--- src/rtl/mul_scheduler.sv ---
// Round-robin front end for one shared pipelined 32-bit multiplier: one grant per
// cycle, one outstanding multiply per thread, tagged results and per-thread flush.
module mul_scheduler #(
  parameter int NTHREADS = 4,
  parameter int LATENCY  = 4,
  parameter int TID_W    = $clog2(NTHREADS),
  parameter int REG_W    = 5
) (
  input  logic                      clk,
  input  logic                      rst,
  input  logic [NTHREADS-1:0]       req_valid,
  input  logic [NTHREADS*32-1:0]    req_a,
  input  logic [NTHREADS*32-1:0]    req_b,
  input  logic [NTHREADS*REG_W-1:0] req_dst,
  output logic [NTHREADS-1:0]       req_ready,
  input  logic                      flush_valid,
  input  logic [TID_W-1:0]          flush_thread,
  output logic                      out_valid,
  output logic [TID_W-1:0]          out_thread,
  output logic [REG_W-1:0]          out_dst,
  output logic [31:0]               out_data,
  output logic [NTHREADS-1:0]       busy
);

  logic [LATENCY-1:0]  valid_reg;
  logic [TID_W-1:0]    thread_reg [LATENCY];
  logic [REG_W-1:0]    dst_reg    [LATENCY];
  logic [31:0]         data_reg   [LATENCY];
  logic [NTHREADS-1:0] busy_reg;
  logic [NTHREADS-1:0] busy_next;
  logic [TID_W-1:0]    last_grant_reg;

  logic [LATENCY-1:0]  kill;
  logic [NTHREADS-1:0] retire;
  logic [NTHREADS-1:0] flushed;
  logic [NTHREADS-1:0] eligible;
  logic                grant_any;
  logic [TID_W-1:0]    grant_idx;
  logic [31:0]         a_sel;
  logic [31:0]         b_sel;
  logic [31:0]         prod;

  genvar gi;
  generate
    for (gi = 0; gi < LATENCY; gi++) begin : g_kill
      assign kill[gi] = flush_valid && (flush_thread == thread_reg[gi]);
    end
  endgenerate

  // A flushed result is hidden in the very cycle it reaches the last stage.
  assign out_valid  = valid_reg[LATENCY-1] && !kill[LATENCY-1];
  assign out_thread = thread_reg[LATENCY-1];
  assign out_dst    = dst_reg[LATENCY-1];
  assign out_data   = data_reg[LATENCY-1];
  assign busy       = busy_reg;

  generate
    for (gi = 0; gi < NTHREADS; gi++) begin : g_thread
      assign retire[gi]   = out_valid && (out_thread == TID_W'(gi));
      assign flushed[gi]  = flush_valid && (flush_thread == TID_W'(gi));
      assign eligible[gi] = req_valid[gi] && (!busy_reg[gi] || retire[gi]) && !flushed[gi];
      assign busy_next[gi] = req_ready[gi] ? 1'b1
                           : (retire[gi] || flushed[gi]) ? 1'b0
                           : busy_reg[gi];
    end
  endgenerate

  always_comb begin
    logic [TID_W-1:0] idx;
    grant_any = 1'b0;
    grant_idx = last_grant_reg;
    for (int i = 1; i <= NTHREADS; i++) begin
      idx = last_grant_reg + TID_W'(i);
      if (!grant_any && eligible[idx]) begin
        grant_any = 1'b1;
        grant_idx = idx;
      end
    end
  end

  // Grants are masked while reset is held so nothing appears accepted.
  assign req_ready = (grant_any && rst) ? (NTHREADS'(1) << grant_idx) : '0;

  assign a_sel = req_a[grant_idx*32 +: 32];
  assign b_sel = req_b[grant_idx*32 +: 32];
  assign prod  = a_sel * b_sel;

  always_ff @(posedge clk or negedge rst) begin
    if (!rst) begin
      valid_reg      <= '0;
      busy_reg       <= '0;
      last_grant_reg <= TID_W'(NTHREADS - 1);
      for (int s = 0; s < LATENCY; s++) begin
        thread_reg[s] <= '0;
        dst_reg[s]    <= '0;
        data_reg[s]   <= '0;
      end
    end else begin
      valid_reg[0] <= grant_any;
      if (grant_any) begin
        thread_reg[0]  <= grant_idx;
        dst_reg[0]     <= req_dst[grant_idx*REG_W +: REG_W];
        data_reg[0]    <= prod;
        last_grant_reg <= grant_idx;
      end
      for (int s = 1; s < LATENCY; s++) begin
        valid_reg[s]  <= valid_reg[s-1] && !kill[s-1];
        thread_reg[s] <= thread_reg[s-1];
        dst_reg[s]    <= dst_reg[s-1];
        data_reg[s]   <= data_reg[s-1];
      end
      busy_reg <= busy_next;
    end
  end

endmodule

--- config.mk ---
export PLATFORM = sky130hd
export DESIGN_NAME = mul_scheduler
export DESIGN_NICKNAME = d
export VERILOG_FILES = /design/src/rtl/mul_scheduler.sv
export SDC_FILE = /design/constraint.sdc
export NUM_CORES = 2
export LEC_CHECK = 0
export CORE_MARGIN = 2
export CORE_UTILIZATION = 40
export DETAILED_ROUTE_END_ITERATION = 7
export PLACE_DENSITY_LB_ADDON = 0.08
export SLEW_MARGIN = 20
export SYNTH_ARGS = -nofsm -noshare
export SYNTH_HDL_FRONTEND = slang
export SYNTH_SLANG_ARGS = --single-unit
--- constraint.sdc ---
create_clock -name clk -period 26.4 [get_ports clk]
set_input_delay 3.96 -clock clk [delete_from_list [all_inputs] [get_ports clk]]
set_output_delay 3.96 -clock clk [all_outputs]
set_load 0.01 [all_outputs]
# Yosys cells after proc, flatten, opt, wreduce, memory -nomap -nowiden
# Index checks and enable logic that the tools add are counted.
[totals] ff_bits=166 input_bits=285 out_inout_bits=48 word_cells=123
[op_classes] addsub=3 mul=2 magnitude_cmp=4 eq_ne=10 n_shift=4 mux=25 reduce_logical=57
[op_table] op="$shiftx 128x8->32" count=2
[op_table] op="$mul 32x32->32" count=1
[op_table] op="$logic_and 1x1->1" count=28
[op_table] op="$shiftx 20x6->5" count=1
[op_table] op="$mux 1" count=16
[op_table] op="$logic_not 1->1" count=15
[op_table] op="$lt 2x3->1 const B" count=4
[op_table] op="$bmux 1 s2" count=4
[op_table] op="$eq 2x2->1" count=4
[op_table] op="$eq 2x2->1 const B" count=4
[op_table] op="$logic_or 1x1->1" count=8
[op_table] op="$mux 2" count=4
[op_table] op="$reduce_bool 2->1" count=4
[op_table] op="$mul 2x3->5 const B" count=1
[op_table] op="$add 2x2->2 const B" count=2
[op_table] op="$eq 2x1->1 const B" count=2
[op_table] op="$logic_not 2->1" count=2
[op_table] op="$mux 4" count=1
[op_table] op="$shl 1x2->4 const A" count=1
[op_table] op="$add 2x1->2 const B" count=1

# Logic depth before layout (Yosys ltp)
[logic_depth] ltp_word=23 depth_mapped=42

# Worst setup path before layout
# Ideal clock, no wire load.
[synth_timing] kind="input to register" start="in flush_thread[1]" end="reg data_reg[127] (netlist name)" setup_ns=0.092 arrival_time_ns=12.860 t_required_ns=26.308 slack_ns=13.448 cell_stages=40 cell_sequence="buf_6 and3_4 a211o_1 buf_2 o32a_1 and3_1 buf_6 buf_6 buf_4 buf_2 inv_1 clkbuf_1 nand2_1 nand2_1 clkbuf_1 nor2_1 fa_1 fa_1 (+4 left out) inv_1 fa_1 fa_1 fa_1 fa_1 xnor2_1 xnor2_1 xnor2_1 xnor2_1 xnor2_1 and3_1 o211a_1 o211a_1 o211a_1 o211a_1 o211a_1 o21a_1 o31ai_2"
[synth_between] elab_chain_cells=22 elab_cells_between_ends=57
[synth_rtl] element="start: declaration" line="17" text="input logic [TID_W-1:0] flush_thread,"
[synth_rtl] element="$eq 2x2->1" line="46" text="assign kill[gi] = flush_valid && (flush_thread == thread_reg[gi]);"
[synth_rtl] element="$logic_and 1x1->1" line="46"
[synth_rtl] element="$logic_not 1->1" line="51" text="assign out_valid = valid_reg[LATENCY-1] && !kill[LATENCY-1];"
[synth_rtl] element="$logic_and 1x1->1" line="51"
[synth_rtl] element="$logic_and 1x1->1" line="59" text="assign retire[gi] = out_valid && (out_thread == TID_W'(gi));"
[synth_rtl] element="$logic_or 1x1->1" line="61" text="assign eligible[gi] = req_valid[gi] && (!busy_reg[gi] || retire[gi]) && !flushed[gi];"
[synth_rtl] element="$logic_and 1x1->1 (2 in series)" line="61"
[synth_rtl] element="$bmux 1 s2" line="74" text="if (!grant_any && eligible[idx]) begin"
[synth_rtl] element="(+5 left out)"
[synth_rtl] element="$logic_not 1->1" line="74"
[synth_rtl] element="$logic_and 1x1->1" line="74"
[synth_rtl] element="$mux 1" line="74"
[synth_rtl] element="$logic_not 1->1" line="74"
[synth_rtl] element="$logic_and 1x1->1" line="74"
[synth_rtl] element="$mux 2" line="74"
[synth_rtl] element="$shiftx 128x8->32 (on tied branches)" line="84, 85"
[synth_rtl] element="$mul 32x32->32" line="86" text="assign prod = a_sel * b_sel;"
[synth_rtl] element="end signal: indexed assignment" line="110" text="data_reg[s] <= data_reg[s-1];"
[synth_rtl] element="end: declaration" line="28" text="logic [31:0] data_reg [LATENCY];"
# Parallel ways exist; a longest one is shown, timed or not. The select of a mux whose other input is x is not followed.
# A chain may end at the register's enable or synchronous reset.

# Final worst setup path
[layout_timing] start="in flush_thread[0]" end="reg data_reg[127] (netlist name)"
# The elaborated chain is that of the path after synthesis.

==> results.yml <==
status:
  outcome: "completed"
routing:
  wl_um: 79200
  routedWlPerCell_um: 23.1
  drtPass1Iterations: 5
  drt_iter0_drc: 1079
  ant_nets: 0
  drc_errors: 0
  vias: 17750
  vias_per_cell: 5.17
yosys:
  synth_top_area_cell: "fa_1"
  yosys.area.top_type_share_pct: 35.3
  synth.most_common_cell: "inv_1"
  ys_warn_count: 0
  synth_ff_type: "dfrtp_1"
  synth.distinct_cells: 66
  synthArstFlopShare_pct: 100
  synth.avg_cell_area_um2: 9.68
  synth_cells: 2393
  syn_area_um2: 23200
  synth_top_cells_by_area: "fa_1 (35%), dfrtp_1 (18%), mux2i_1 (7.5%)"
  syn_nets: 3209
  seq_area_frac_synth_pct: 17.9
  ys_top_cells_by_count: "inv_1 (414), fa_1 (408), nor2_1 (314), nand2_1 (284), mux2i_1 (173)"
  synth_edf_count: 0
  synth_seq_cells: 166
setup_path:
  end_kind: "register"
  cp_top_family: "adder cells"
  cp_slowest_cell: "mux2i_1"
  cp_max_fo: 34
  startpoint_type: "input port"
  path_class: "in2reg"
  path_common_cell: "fa_1"
  timing.rr.start: "out_thread[1]"
  crit_arrival_ns: 15.36
  crit_path_start: "flush_thread[0]"
  critPathMaxStageDelay_ns: 0.90
  crit_buf_inv: 5
  cp_data_required_time_ns: 26.76
floorplan:
  initial_core_util_pct: 40.3
  die-area_um2: 59900
  core_um2: 57500
  io_pins: 333
  fp.dieH_um: 245
  die_x_um: 245
  rows: 88
grt:
  grt_max_degree: 93
  grt_pass1_wl_um: 120000
  antenna_found_initial: 5
  gr-total-overflow: 0
  grt_pass1_vias: 19386
  grt_use_total_pct: 27.3
clocking:
  clock_path_buffers: 2
  cts_resized: 0
  cts_buffers: 17
  tritoncts: "yes"
  cts_htree_levels: 4
  clockRootBuffer: "clkbuf_16"
  cts_setup_buffers: 0
  clock-sinks: 166
  cts.clk_slew.worst_paths_ns: 0.08
  holdBufCountCts: 0
  clk_latency_ns: 0.44
placed_design:
  io_buffers: 332
  gp_congestion: 0.911
  post-place-cells: 3399
  dp_slack_ns: 11.01
  hpwl_um: 63900
timing:
  finalCriticalPeriod_ns: 15.00
  setup_viol_count_final: 0
  fin_skew_ns: 0.0173
  fin_setup_tns_ns: 0
  worst_pin_slew_ns: 1.22
  period_share_pct: 56.8
  setup_slack_ns: 11.40
  timing.slew.headroom_pct: 16.1
  drv_slew: 0
  fmax_mhz: 66.7
  hold_violations: 0
  rsz0062_at_grt: "false"
run:
  cap_violations: 0
hold_path:
  worstHoldStart: "data_reg[35]"
  hold_class: "reg2reg"
layout:
  drive_above_1_share_pct: 5.89
  finalNetCount: 3469
  syn2layout_area_growth_pct: 19.1
  largest_register_ffs: 96
  stdcell_count: 3433
-- per-stage QoR --
stage          cell area, µm²  util (%)  hold WS [ns]
6_report                27600      48.0         0.344
2_1_floorplan           23200         -         0.331
5_1_grt                 27600      48.0         0.355
3_5_place_dp            27000      47.0         0.335
4_1_cts                 27600      48.0         0.343
3_3_place_gp            27000      47.0         0.331
-- final timing paths --
path                       cells past startpoint  slack, ns       endpoint
setup / recovery                              33      11.40  data_reg[127]
hold / removal                                 0       0.34    out_data[3]
setup reg to reg                              32      15.11  data_reg[127]
hold reg to reg                                0       0.34    out_data[3]
max in group asynchronous                      2      21.35   out_data[29]
min in group asynchronous                      1       3.59  thread_reg[3]
-- layout by cell type (no fill, tap or decap), types with 3 or more instances in the layout --
| cell type | count |
|---|---|
| o211ai_1 | 22 |
| or2_2 | 14 |
| o21bai_1 | 10 |
| a31oi_1 | 7 |
| nand2_1 | 284 |
| clkdlybuf4s50_1 | 331 |
| o31ai_1 | 3 |
| nand2b_1 | 7 |
| fa_1 | 408 |
| nor3_1 | 8 |
| mux2i_2 | 16 |
| xnor2_1 | 47 |
| nand3_1 | 5 |
| nand4_1 | 3 |
| o211a_1 | 15 |
| ha_1 | 123 |
| xor2_1 | 15 |
| and2_1 | 12 |
| inv_8 | 4 |
| a21o_1 | 11 |
| clkbuf_16 | 17 |
| inv_1 | 414 |
| a211oi_1 | 20 |
| dfrtp_1 | 164 |
| a21oi_1 | 41 |
| a211o_1 | 16 |
| a222oi_1 | 5 |
| buf_4 | 41 |
| and3_1 | 7 |
| mux2i_1 | 160 |
| mux2_2 | 43 |
| o21a_1 | 4 |
| inv_6 | 6 |
| nor2_1 | 314 |
| o21ai_0 | 21 |
-- routing by layer --
layer | routed length (µm) | up-vias | GRT usage, %
li1 | - | 7918 | -
met1 | 31900 | 8982 | 34.2
met2 | 38000 | 670 | 45.7
met3 | 5980 | 178 | 6.48
met4 | 3330 | 2 | 10.8
met5 | 13 | - | 0
-- final cells by class --
cell class                 count  area [µm²]
antenna                        2        5.00
clock inverter                15         156
clock buffer                  17         425
timing repair buffer         373        3630
inverter                     416        1560
fill                        5571       29900
sequential                   166        4160
multi-input combinational   1679       16700
tap                          765         957
-- cells by family after synthesis --
logic type / Yosys count / share of synthesized area, %
buffers and inverters: 548 / 10.3
XOR/XNOR: 62 / 2.34
adder cells (fa/ha/maj): 531 / 41.9
multiplexers: 219 / 9.74
AO/OA/AOI/OAI: 196 / 6.14
AND/OR/NAND/NOR: 671 / 11.7
flip-flops: 166 / 17.9
Power is left out: the tool's default activity adds up to more than one toggle a clock period on the data nets, which glitch-free logic cannot reach.
